===== config.mk =====
export PLATFORM = sky130hd
export DESIGN_NAME = pipelined_adder_flat
export DESIGN_NICKNAME = d
export VERILOG_FILES = /design/src/rtl/adder_pkg.sv /design/src/rtl/pipelined_adder_if.sv /design/src/rtl/adder_slice.sv /design/src/rtl/pipelined_adder.sv /design/src/flat_wrapper.sv
export SDC_FILE = /design/constraint.sdc
export NUM_CORES = 1
export LEC_CHECK = 0
export ABC_AREA = 1
export BUFFER_PORTS_ARGS = -buffer_cell sky130_fd_sc_hd__buf_2
export CAP_MARGIN = 0
export CORE_ASPECT_RATIO = 0.6
export CORE_UTILIZATION = 35
export DETAILED_ROUTE_END_ITERATION = 6
export PLACE_DENSITY = 0.58
export SYNTH_ARGS = -nofsm -noshare
export SYNTH_HDL_FRONTEND = slang
export SYNTH_HIERARCHICAL = 1
export SYNTH_SLANG_ARGS = --single-unit

===== constraint.sdc =====
create_clock -name clk -period 2.19 [get_ports clk]
set_clock_uncertainty 0.2 [all_clocks]
set_input_delay 0.3285 -clock clk [delete_from_list [all_inputs] [get_ports clk]]
set_output_delay 0.3285 -clock clk [all_outputs]
set_load 0.03 [all_outputs]

===== src/rtl/adder_pkg.sv =====
// Shared constants and configuration check for the pipelined add/subtract unit.
package adder_pkg;

    localparam int DEF_WIDTH  = 8;
    localparam int DEF_STAGES = 2;

    // Every stage must own an equal, non-empty slice of the carry chain.
    function automatic bit cfg_ok(int width, int stages);
        return (stages >= 1) && (stages <= width) && ((width % stages) == 0);
    endfunction

endpackage


===== src/rtl/pipelined_adder_if.sv =====
// Operand/result handshake bundle for pipelined_adder.
interface pipelined_adder_if
    import adder_pkg::*;
#(
    parameter int WIDTH = DEF_WIDTH
);

    logic             in_valid;
    logic             in_ready;
    logic [WIDTH-1:0] A;
    logic [WIDTH-1:0] B;
    logic             Cin;
    logic             sub;
    logic             out_valid;
    logic             out_ready;
    logic [WIDTH-1:0] Sout;
    logic             Cout;
    logic             Ovf;

    modport master (
        output in_valid, A, B, Cin, sub, out_ready,
        input  in_ready, out_valid, Sout, Cout, Ovf
    );

    modport slave (
        input  in_valid, A, B, Cin, sub, out_ready,
        output in_ready, out_valid, Sout, Cout, Ovf
    );

endinterface


===== src/rtl/adder_slice.sv =====
// Combinational ripple-carry add of one SLICE-bit piece of the carry chain.
module adder_slice #(
    parameter int SLICE = 4
) (
    input  logic [SLICE-1:0] a,
    input  logic [SLICE-1:0] b,
    input  logic             ci,
    output logic [SLICE-1:0] s,
    output logic             co,
    output logic             c_msb
);

    logic [SLICE:0] c;

    always_comb begin
        c    = '0;
        s    = '0;
        c[0] = ci;
        for (int i = 0; i < SLICE; i++) begin
            s[i]   = a[i] ^ b[i] ^ c[i];
            c[i+1] = (a[i] & b[i]) | (c[i] & (a[i] ^ b[i]));
        end
    end

    assign co    = c[SLICE];
    assign c_msb = c[SLICE-1];

endmodule


===== src/rtl/pipelined_adder.sv =====
// Pipelined add/subtract: carry chain split into STAGES slices with a stall-all
// valid/ready pipeline, carry-out and signed-overflow flags.
module pipelined_adder
    import adder_pkg::*;
#(
    parameter int WIDTH  = DEF_WIDTH,
    parameter int STAGES = DEF_STAGES
) (
    input  logic              clk,
    input  logic              reset,
    pipelined_adder_if.slave  bus
);

    localparam int SL = WIDTH / STAGES;

    if (!cfg_ok(WIDTH, STAGES)) begin : g_bad_cfg
        $error("pipelined_adder: WIDTH must be a multiple of STAGES, 1 <= STAGES <= WIDTH");
    end

    logic [STAGES:0]              vld_pipe;
    // Word carrying A, with every already-added slice replaced by its sum bits.
    logic [STAGES:0][WIDTH-1:0]   w_q;
    logic [STAGES-1:0][WIDTH-1:0] b_q;
    logic [STAGES:0]              c_q;
    logic                         ovf_q;
    logic                         stall;

    logic [STAGES-1:0][SL-1:0]    sum_w;
    logic [STAGES-1:0]            co_w;
    logic [STAGES-1:0]            cm_w;

    for (genvar k = 0; k < STAGES; k++) begin : g_slice
        adder_slice #(.SLICE(SL)) u_slice (
            .a     (w_q[k][k*SL +: SL]),
            .b     (b_q[k][k*SL +: SL]),
            .ci    (c_q[k]),
            .s     (sum_w[k]),
            .co    (co_w[k]),
            .c_msb (cm_w[k])
        );
    end

    // Only the top slice's MSB carry feeds Ovf, and the last B register only
    // needs its top slice; the remaining bits are intentionally dropped.
    logic unused_bits;
    assign unused_bits = ^{cm_w, b_q[STAGES-1]};

    assign stall         = vld_pipe[STAGES] && !bus.out_ready;
    assign bus.in_ready  = !stall && !reset;
    assign bus.out_valid = vld_pipe[STAGES];
    assign bus.Sout      = w_q[STAGES];
    assign bus.Cout      = c_q[STAGES];
    assign bus.Ovf       = ovf_q;

    // The whole pipeline, bubbles included, freezes on stall.
    always_ff @(posedge clk) begin
        if (reset) begin
            vld_pipe <= '0;
            w_q      <= '0;
            b_q      <= '0;
            c_q      <= '0;
            ovf_q    <= 1'b0;
        end else if (!stall) begin
            vld_pipe <= {vld_pipe[STAGES-1:0], bus.in_valid};
            w_q[0]   <= bus.A;
            b_q[0]   <= bus.sub ? ~bus.B : bus.B;
            c_q[0]   <= bus.sub | bus.Cin;
            for (int k = 1; k <= STAGES; k++) begin
                w_q[k]                  <= w_q[k-1];
                w_q[k][(k-1)*SL +: SL]  <= sum_w[k-1];
                c_q[k]                  <= co_w[k-1];
            end
            for (int k = 1; k < STAGES; k++) begin
                b_q[k] <= b_q[k-1];
            end
            ovf_q <= co_w[STAGES-1] ^ cm_w[STAGES-1];
        end
    end

endmodule


===== src/flat_wrapper.sv =====
// flat-port wrapper written by rule: the top's interface ports become plain ports
module pipelined_adder_flat import adder_pkg::*;
#(
    parameter int WIDTH  = DEF_WIDTH,
    parameter int STAGES = DEF_STAGES
)
  (clk, reset, bus_in_valid, bus_A, bus_B, bus_Cin, bus_sub, bus_out_ready, bus_in_ready, bus_out_valid, bus_Sout, bus_Cout, bus_Ovf);
  pipelined_adder_if #(.WIDTH(WIDTH)) bus_i ();
  input  logic clk;
  input  logic reset;
  input wire logic [$bits(bus_i.in_valid)-1:0] bus_in_valid;
  input wire logic [$bits(bus_i.A)-1:0] bus_A;
  input wire logic [$bits(bus_i.B)-1:0] bus_B;
  input wire logic [$bits(bus_i.Cin)-1:0] bus_Cin;
  input wire logic [$bits(bus_i.sub)-1:0] bus_sub;
  input wire logic [$bits(bus_i.out_ready)-1:0] bus_out_ready;
  output wire logic [$bits(bus_i.in_ready)-1:0] bus_in_ready;
  output wire logic [$bits(bus_i.out_valid)-1:0] bus_out_valid;
  output wire logic [$bits(bus_i.Sout)-1:0] bus_Sout;
  output wire logic [$bits(bus_i.Cout)-1:0] bus_Cout;
  output wire logic [$bits(bus_i.Ovf)-1:0] bus_Ovf;
  assign bus_i.in_valid = bus_in_valid;
  assign bus_i.A = bus_A;
  assign bus_i.B = bus_B;
  assign bus_i.Cin = bus_Cin;
  assign bus_i.sub = bus_sub;
  assign bus_i.out_ready = bus_out_ready;
  assign bus_in_ready = bus_i.in_ready;
  assign bus_out_valid = bus_i.out_valid;
  assign bus_Sout = bus_i.Sout;
  assign bus_Cout = bus_i.Cout;
  assign bus_Ovf = bus_i.Ovf;
  pipelined_adder #(.WIDTH(WIDTH), .STAGES(STAGES)) u_core (.clk(clk), .reset(reset), .bus(bus_i));
endmodule

After elaboration in Yosys (flattened, before gate mapping)
Index checks and enable logic that the tools add are counted.
{"block": "totals", "input_bits": 22, "ff_bits": 47, "out_inout_bits": 12}
{"block": "op_classes", "mux": 1, "reduce_logical": 5, "bitwise_logic": 43}
{"cell": "$xor A1 B1 Y1", "n": 17}
{"cell": "$and A1 B1 Y1", "n": 16}
{"cell": "$or A1 B1 Y1", "n": 9}
{"cell": "$mux W8", "n": 1}
{"cell": "$not A8 Y8", "n": 1}
{"cell": "$logic_not A1 Y1", "n": 3}
{"cell": "$logic_and A1 B1 Y1", "n": 2}

Logic depth before layout (Yosys ltp)
Gate-level depths: netlist of the first run.
{"block": "logic_depth", "depth_word": 10, "ltp_mapped": 11}

Hierarchy
The synthesis of the first run kept the hierarchy.
{"module": "pipelined_adder", "seq_area_each_um2": 860.8, "n_inst": 1, "area_per_inst_um2": 1834.3, "cells_each": 238}
{"module": "adder_slice", "seq_area_each_um2": 0.0, "n_inst": 2, "area_per_inst_um2": 110.1, "cells_each": 12}

Worst setup path after synthesis of the first run
OpenSTA, ideal clock, no wires.
{"block": "synth_timing", "path_type": "flip-flop to flip-flop", "from": "reg u_core/w_q[12] (netlist bit)", "to": "reg u_core.w_q (netlist bit u_core/bus.Sout[7])", "t_arrival_ps": 1908, "stages_incl_launch_ff": 9, "required_time_ps": 1876, "path_slack_ps": -32, "setup_ps": 114, "path_cell_list": "dfxtp_1 fa_1 inv_1 fa_1 fa_1 inv_1 fa_1 nor2_1 nor2_1"}
{"item": "start, declared", "line": "pipelined_adder.sv:22", "text": "logic [STAGES:0][WIDTH-1:0] w_q;"}
{"item": "start signal, assigned by index", "line": "pipelined_adder.sv:69", "text": "w_q[k] <= w_q[k-1];"}
{"item": "start signal, assigned by index", "line": "pipelined_adder.sv:70", "text": "w_q[k][(k-1)*SL +: SL] <= sum_w[k-1];"}

==> results of run 1 <==
-- worst max-delay path, cell delays in order (launching register included) --
cell and delay [ns]:
dfxtp_2 0.35, fa_2 0.20, inv_2 0.04, fa_2 0.33
fa_2 0.36, inv_2 0.09, fa_2 0.42, nor2_1 0.09
nor2_1 0.05
-- stage by stage --
step                area, sq um  instances  setup WS (ns)
floorplan                  2060        262        0.00688
global placement           2210        359        -0.0712
detailed placement         2210        359        -0.0745
CTS                        2300        367        -0.0387
global route               2300        367         -0.124
finish                     2300        367        -0.0296
-- registers in the layout, summed over array words and instances (netlist names) --
signal	cells
u_core/bus.Sout	8
u_core/b_q	12
u_core/bus.Ovf	1
u_core/c_q	3
u_core/vld_pipe	3
u_core/w_q	16
-- cells by family after synthesis --
logic type      after synthesis
simple gates                135
buf+inv                      43
compound gates               33
fa+ha+maj                     8
flops                        43
-- cells in the mapped netlist --
library cell   n
nor2_4         1
inv_1         20
nand2_1       30
clkbuf_1       3
buf_6          4
buf_4         10
nand3b_1       9
nor2_1        94
clkinv_1       2
nand2_4        1
fa_1           8
dfxtp_1       43
o21bai_1      32
inv_2          1
buf_2          3
a21oi_1        1
-- per-layer routing --
| layer | vias up | global-route usage [%] |
|---|---|---|
| li1 | 840 | - |
| met1 | 680 | 19.0 |
| met2 | 24 | 19.8 |
| met3 | 0 | 4.09 |
| met4 | 0 | 1.86 |
| met5 | - | 0 |
-- cell type report --
cell class	instances	area share (%)
sequential	43	37.7
clock buffer	7	3.31
tap	80	4.34
clock inverter	1	0.217
inverter	23	3.75
multi-input combinational	176	42.2
timing repair buffer	37	8.47
-- power by group through the flow --
stage | clock [mW] | sequential [mW] | combinational (mW)
global route | 0.528 | 0.889 | 0.322
finish | 0.479 | 0.881 | 0.278
global placement | 0 | 0.897 | 0.276
floorplan | 0 | 0.894 | 0.224
CTS | 0.501 | 0.882 | 0.281
detailed placement | 0 | 0.898 | 0.278
-- repair_timing --
action                     CTS  global route
setup endpoints to repair    3             4
pin swaps                    3             1
gates resized for setup     10             2
hold buffers                 0             0
-- path summary, 6_finish.rpt --
path	to	slack (ns)	cells after the start
setup / recovery	u_core/bus.Sout[7]$_SDFFE_PP0N_	-0.03	8
hold reg to reg	u_core/w_q[13]$_SDFFE_PP0N_	0.29	2
hold / removal	u_core/vld_pipe[0]$_SDFFE_PP0N_	0.06	3
setup reg to reg	u_core/bus.Sout[7]$_SDFFE_PP0N_	-0.03	8
==> summary.md, run 1 <==
| Metric | Value |
|---|---|
| Met2 wire length | roughly 1500 um |
| Post-synthesis adder-cell area fraction | 7.80% |
| Post-CTS Setup Bufs | 0 |
| Slew Viols, Final | 0 |
| Site Rows | 21 |
| Rel. slew slack | 70.1% |
| Core Util, Final | 41.0% |
| Total grt overflow | 0 |
| CTS sink cnt | 43 |
| Die ar. | 6190 sq um |
| Pwr dens | just over 700 nW/um^2 |
| Failing checks | design-rule violations, negative setup slack |
| Worst-Margin Slew | 0.448 ns |
| Highest routing layer actually used | met3 |
| Fmax achieved | 451 MHz |
| Residual DRC | 2 |
| Initial antenna violation count | 0 |
| Xor and xnor area share after synthesis | 0% |
| Min-Delay Path Class | in -> reg |
| Yosys cell types | 16 |
| Flop pwr share | a little over half |
| Area grow syn2layout | 12.2% |
| Post-DRT Antenna Nets | 0 |
| CTS Root Cell | clkbuf_8 |
| Worst Hold Slack | 0.0584 ns |
| Num CTS Buffers | 5 |
| Initial Util | between 30% and 40% |
| Initial DRC count | 42 |
| Yosys warning total | 6 |
| Post-route minimum period | 2.22 ns |
| Net Count, Synth | 292 |
| Clock Latency Late Sink | 0.29 ns |
| Layout cells sized above 1 | 20.9% |
| WL met3 | between 100 and 150 um |
| Worst setup SP type | flip-flop |
| Power, Total | 1.64 mW |
| Crit-path max FO | 3 |
| Reg2reg start | u_core/w_q[12]$_SDFFE_PP0N_ |
| CTS tree | done |
| Worst vdd ir | 257 uV |
| Mux cell area share after synthesis | 0% |
| Commonest non-fill, non-tap cell in the layout | nor2_1 |
| Crit path DAT | around 2.2 ns |
| Pre-Repair DR Iteration Count | 6 |
| Area leader, netlist | dfxtp_1 |
| Pleak | 1.06 nW |
| Synth Area in Compound Gates | a little under an eighth |
| Width of the die | 101 um |
| Final period utilization | 101% |
| Longest Clk Path Bufs | 2 |
| Largest net degree at the start of global routing | 43 |
| Vias in the first global route | 1,359 |
| Synth top area cells | dfxtp_1 42%, nor2_1 17%, o21bai_1 12% |
| Vias | 1,544 |
| ANT cells | 0 |
| Cell Int Power | 1.18 mW |
| DIE HEIGHT | 61.3 um |
| Largest family of logic cells by synthesized area | simple AND/OR/NAND/NOR gates |
| #FFs+latches synth | 43 |
| Worst EP required | 2.17 ns |
| RSZ-0062 raised after global routing | true |
| Overall routing resource usage | about an eighth |
| DP HPWL | 2630 um |
| Critical path class | reg -> reg |
| Outcome | finished with violations |
| Share of the synthesized area in the top cell type | 41.9% |
| Worst Setup SP | u_core/w_q[12]$_SDFFE_PP0N_ |
| Cell count after synthesis | 262 |
| Area occupied by multi-input gates | 973 sq um |
| DR vias/cell | 4.21 |
| Worst-path clk slew | 0.08 ns |
| Most frequent cells in the layout | 94 x nor2_1, 37 x dfxtp_1, 33 x buf_2 |
| IO Port Bufs | 33 |
| Post-synthesis cell area | 2050 sq um |
| Hold path startpoint | bus_in_valid |
| Fillers | between 600 and 700 |
| Max-cap violations | 0 |
| Avg Cell Area, Syn | just under 8 sq um |
| Sequential element share of the synthesized area | 41.9% |
| Nets | 316 |
| Combinational share of power | 17.0% |
| Setup violations, final | 1 |
| Crit path capture type | flip-flop |
| Synth Area in Simple Gates | 27.0% |
| NetSw | 0.454 mW |
| Io pins | 34 |
| Fin Setup TNS | -0.0296 ns |
| WL final | 3770 um |
| Final hold vios | 0 |
| Wl on met1 | 2180 um |
| Core area | 5620 sq um |
| PnR worst setup slack | -0.0296 ns |
| DR WL/cell | 10.3 um |
| Gpl congestion | just over 0.7 |
| CTS H-Tree Depth | 2 |
| Seq. cell area | 868 sq um |
| First-pass GRT wire length | around 6100 um |
| Sw Share | about 28% |
| Clock power frac | between 20% and 30% |
Power figures use the tool's default switching activity.
==> inputs of run 2 (changes only) <==
- BUFFER_PORTS_ARGS: -buffer_cell sky130_fd_sc_hd__buf_2 -> not set
- DONT_BUFFER_PORTS: not set -> 1
- PLACE_DENSITY: 0.58 -> 0.53
==> run 2 against run 1 <==
The run ends with negative setup slack left. Setup slack improved by 0.0081 ns. Non-clock buffer count is 20 lower. First-iteration DRC count is 29% higher. Sequential share of layout area up 0.23 points. Routed wire length is 8.5% higher. Cell area shrank 0.76%. Total power up 3.8%. Via count is 0.39% lower. Sequential cell count unchanged. Register-to-register slack hardly changed. Maximum frequency rose by 0.36%. Largest cell class unchanged.
==> summary.md, run 2 (synthesis gave the netlist of run 1 again) <==
| Metric | Value |
|---|---|
| CTS H-Tree Depth | 2 (unchanged) |
| Crit path capture type | flip-flop (unchanged) |
| Longest Clk Path Bufs | 2 (unchanged) |
| Min-Delay Path Class | in -> reg (unchanged) |
| PnR worst setup slack | -0.0216 ns (was -0.0296 ns) |
| Delay-heaviest family, CP | adder cells (unchanged) |
| Largest Register | u_core/w_q (unchanged) |
| DR WL/cell | 11.8 um (was 10.3 um) |
| Worst-path clk slew | 0.08 ns (about the same) |
| Largest stage delay, worst path | 0.43 ns (was 0.42 ns) |
| Fin area | 2290 sq um (was 2300 sq um) |
| CP Cell Sequence | fa_1 > inv_1 > fa_2 > fa_2 > inv_2 > fa_2 > nor2_2 > nor2_1 (was fa_2 > inv_2 > fa_2 > fa_2 > inv_2 > fa_2 > nor2_1 > nor2_1) |
| Total grt overflow | 0 (unchanged) |
| Buf+Inv Stages, Crit Path | 2 (unchanged) |
| Initial Util | 36.5% (unchanged) |
| IO Port Bufs | 0 (was 33) |
| Outcome | finished with violations (unchanged) |
| WHS Path Cells | 3 (unchanged) |
| Critical path depth in cells | 8 (unchanged) |
| Die ar. | 6190 sq um (unchanged) |
| Crit path DAT | 2.20 ns (about the same) |
| Area grow syn2layout | 11.3% (was 12.2%) |
| Place WS | -0.116 ns (was -0.0745 ns) |
| Initial DRC count | 54 (was 42) |
| Num CTS Buffers | 5 (unchanged) |
| Crit-path max FO | 2 (was 3) |
| Site Rows | 21 (unchanged) |
| Rel. slew slack | 31.3% (was 70.1%) |
| Vias in the first global route | 1,466 (was 1,359) |
| Largest net degree at the start of global routing | 43 (unchanged) |
| Placed instance area | 2040 sq um (was 2210 sq um) |
| Failing checks | negative setup slack (was design-rule violations, negative setup slack) |
| Setup slack, reg-to-reg | -0.02 ns (was -0.03 ns) |
| Pleak | 0.982 nW (was 1.06 nW) |
| CTS sink cnt | 43 (unchanged) |
| Reg2reg start | u_core/w_q[12]$_SDFFE_PP0N_ (unchanged) |
| Fmax achieved | 452 MHz (was 451 MHz) |
| Slew Viols, Final | 0 (unchanged) |
| Commonest non-fill, non-tap cell in the layout | nor2_1 (unchanged) |
| Placed cells | 326 (was 359) |
| Layout cells sized above 1 | 11.6% (was 20.9%) |
| Core area | 5620 sq um (unchanged) |
| First-pass GRT wire length | 6820 um (was 6130 um) |
| Io pins | 34 (unchanged) |
| Worst Hold Slack | 0.0256 ns (was 0.0584 ns) |
| Post-DRT Antenna Nets | 0 (unchanged) |
| Post-route minimum period | 2.21 ns (was 2.22 ns) |
| Fin Setup TNS | -0.0216 ns (was -0.0296 ns) |
| WL final | 4090 um (was 3770 um) |
| Cell depth of the worst flop-to-flop path | 8 (unchanged) |
| Clock Latency Late Sink | 0.29 ns (about the same) |
| ANT cells | 0 (unchanged) |
| RSZ-0062 raised after global routing | true (unchanged) |
| Fillers | 625 (was 610) |
| Worst Setup SP | u_core/w_q[12]$_SDFFE_PP0N_ (unchanged) |
| Overall routing resource usage | 15.0% (was 13.2%) |
| DR vias/cell | 4.43 (was 4.21) |
| CTS Root Cell | clkbuf_8 (unchanged) |
| Max-cap violations | 0 (unchanged) |
| Final period utilization | 101% (about the same) |
| Gpl congestion | 0.739 (was 0.711) |
| Slowest CP cell | fa_2 (unchanged) |
| Crit-path most repeated cell | fa_2 (unchanged) |
| Core Util, Final | 40.7% (was 41.0%) |
| DP HPWL | 2600 um (was 2630 um) |
| Nets | 296 (was 316) |
| Initial antenna violation count | 0 (unchanged) |
| DIE HEIGHT | 61.3 um (unchanged) |
| Pre-Repair DR Iteration Count | 4 (was 6) |
| Critical path class | reg -> reg (unchanged) |
| Final cell count without fillers | 347 (was 367) |
| Hold path startpoint | bus_B[5] (was bus_in_valid) |
| Residual DRC | 0 (was 2) |
| Worst-Margin Slew | 1.03 ns (was 0.448 ns) |
| Most frequent cells in the layout | 92 x nor2_1, 38 x dfxtp_1, 32 x o21bai_1 (was 94 x nor2_1, 37 x dfxtp_1, 33 x buf_2) |
| Pwr dens | 743 nW/um^2 (was 711 nW/um^2) |
| Setup violations, final | 1 (unchanged) |
| Worst EP required | 2.18 ns (was 2.17 ns) |
| Worst vdd ir | 316 uV (was 257 uV) |
| CTS tree | done (unchanged) |
| Vias | 1,538 (was 1,544) |
| Width of the die | 101 um (unchanged) |
| Max FFs per register | 16 (unchanged) |
| Worst setup SP type | flip-flop (unchanged) |
| Power, Total | 1.70 mW (was 1.64 mW) |
| Final hold vios | 0 (unchanged) |
run 2: final cells by class:
class | count | area [sq um] | share of cell area, %
Timing Repair Buffer | 17 | 155 | 6.78
Multi-Input combinational cell | 176 | 978 | 42.8
Clock buffer | 8 | 100 | 4.38
Sequential cell | 43 | 867 | 37.9
Tap cell | 80 | 100 | 4.38
Inverter | 23 | 86.3 | 3.77
run 2: repair_timing:
| action | in CTS | in global routing |
|---|---|---|
| resized for setup | 7 | 6 |
| hold buffers | 11 | 0 |
| cloned | 0 | 0 |
| pin swaps | 3 | 3 |
| endpoints found under the setup margin | 3 | 4 |
| hold endpoints to repair | 32 | 0 |
| setup buffers | 1 | 1 |
run 2: final timing paths:
check | to
worst max-delay path | u_core/bus.Sout[7]$_SDFFE_PP0N_
worst min-delay path | u_core/b_q[5]$_SDFFE_PP0N_
worst max register to register | u_core/bus.Sout[7]$_SDFFE_PP0N_
worst min register to register | u_core/vld_pipe[2]$_SDFFE_PP0N_
run 2: worst min-delay path, delay by kind of cell:
kind	cells	cell delay, ns
AND/OR/NAND/NOR	3	0.15
run 2: power breakdown:
part           internal, mW  switching [mW]  total [mW]
clock network         0.288           0.268       0.556
logic                 0.106           0.122       0.228
registers             0.847          0.0696       0.916
total                  1.24           0.460        1.70
run 2: per-layer routing:
| layer | global-route usage [%] | part of all wire, % | wire length [um] |
|---|---|---|---|
| met5 | 0 | 0 | 0 |
| met4 | 6.21 | 1.4 | 59 |
| met2 | 22.1 | 40 | 1630 |
| met3 | 4.54 | 4.1 | 169 |
| met1 | 20.6 | 54 | 2230 |
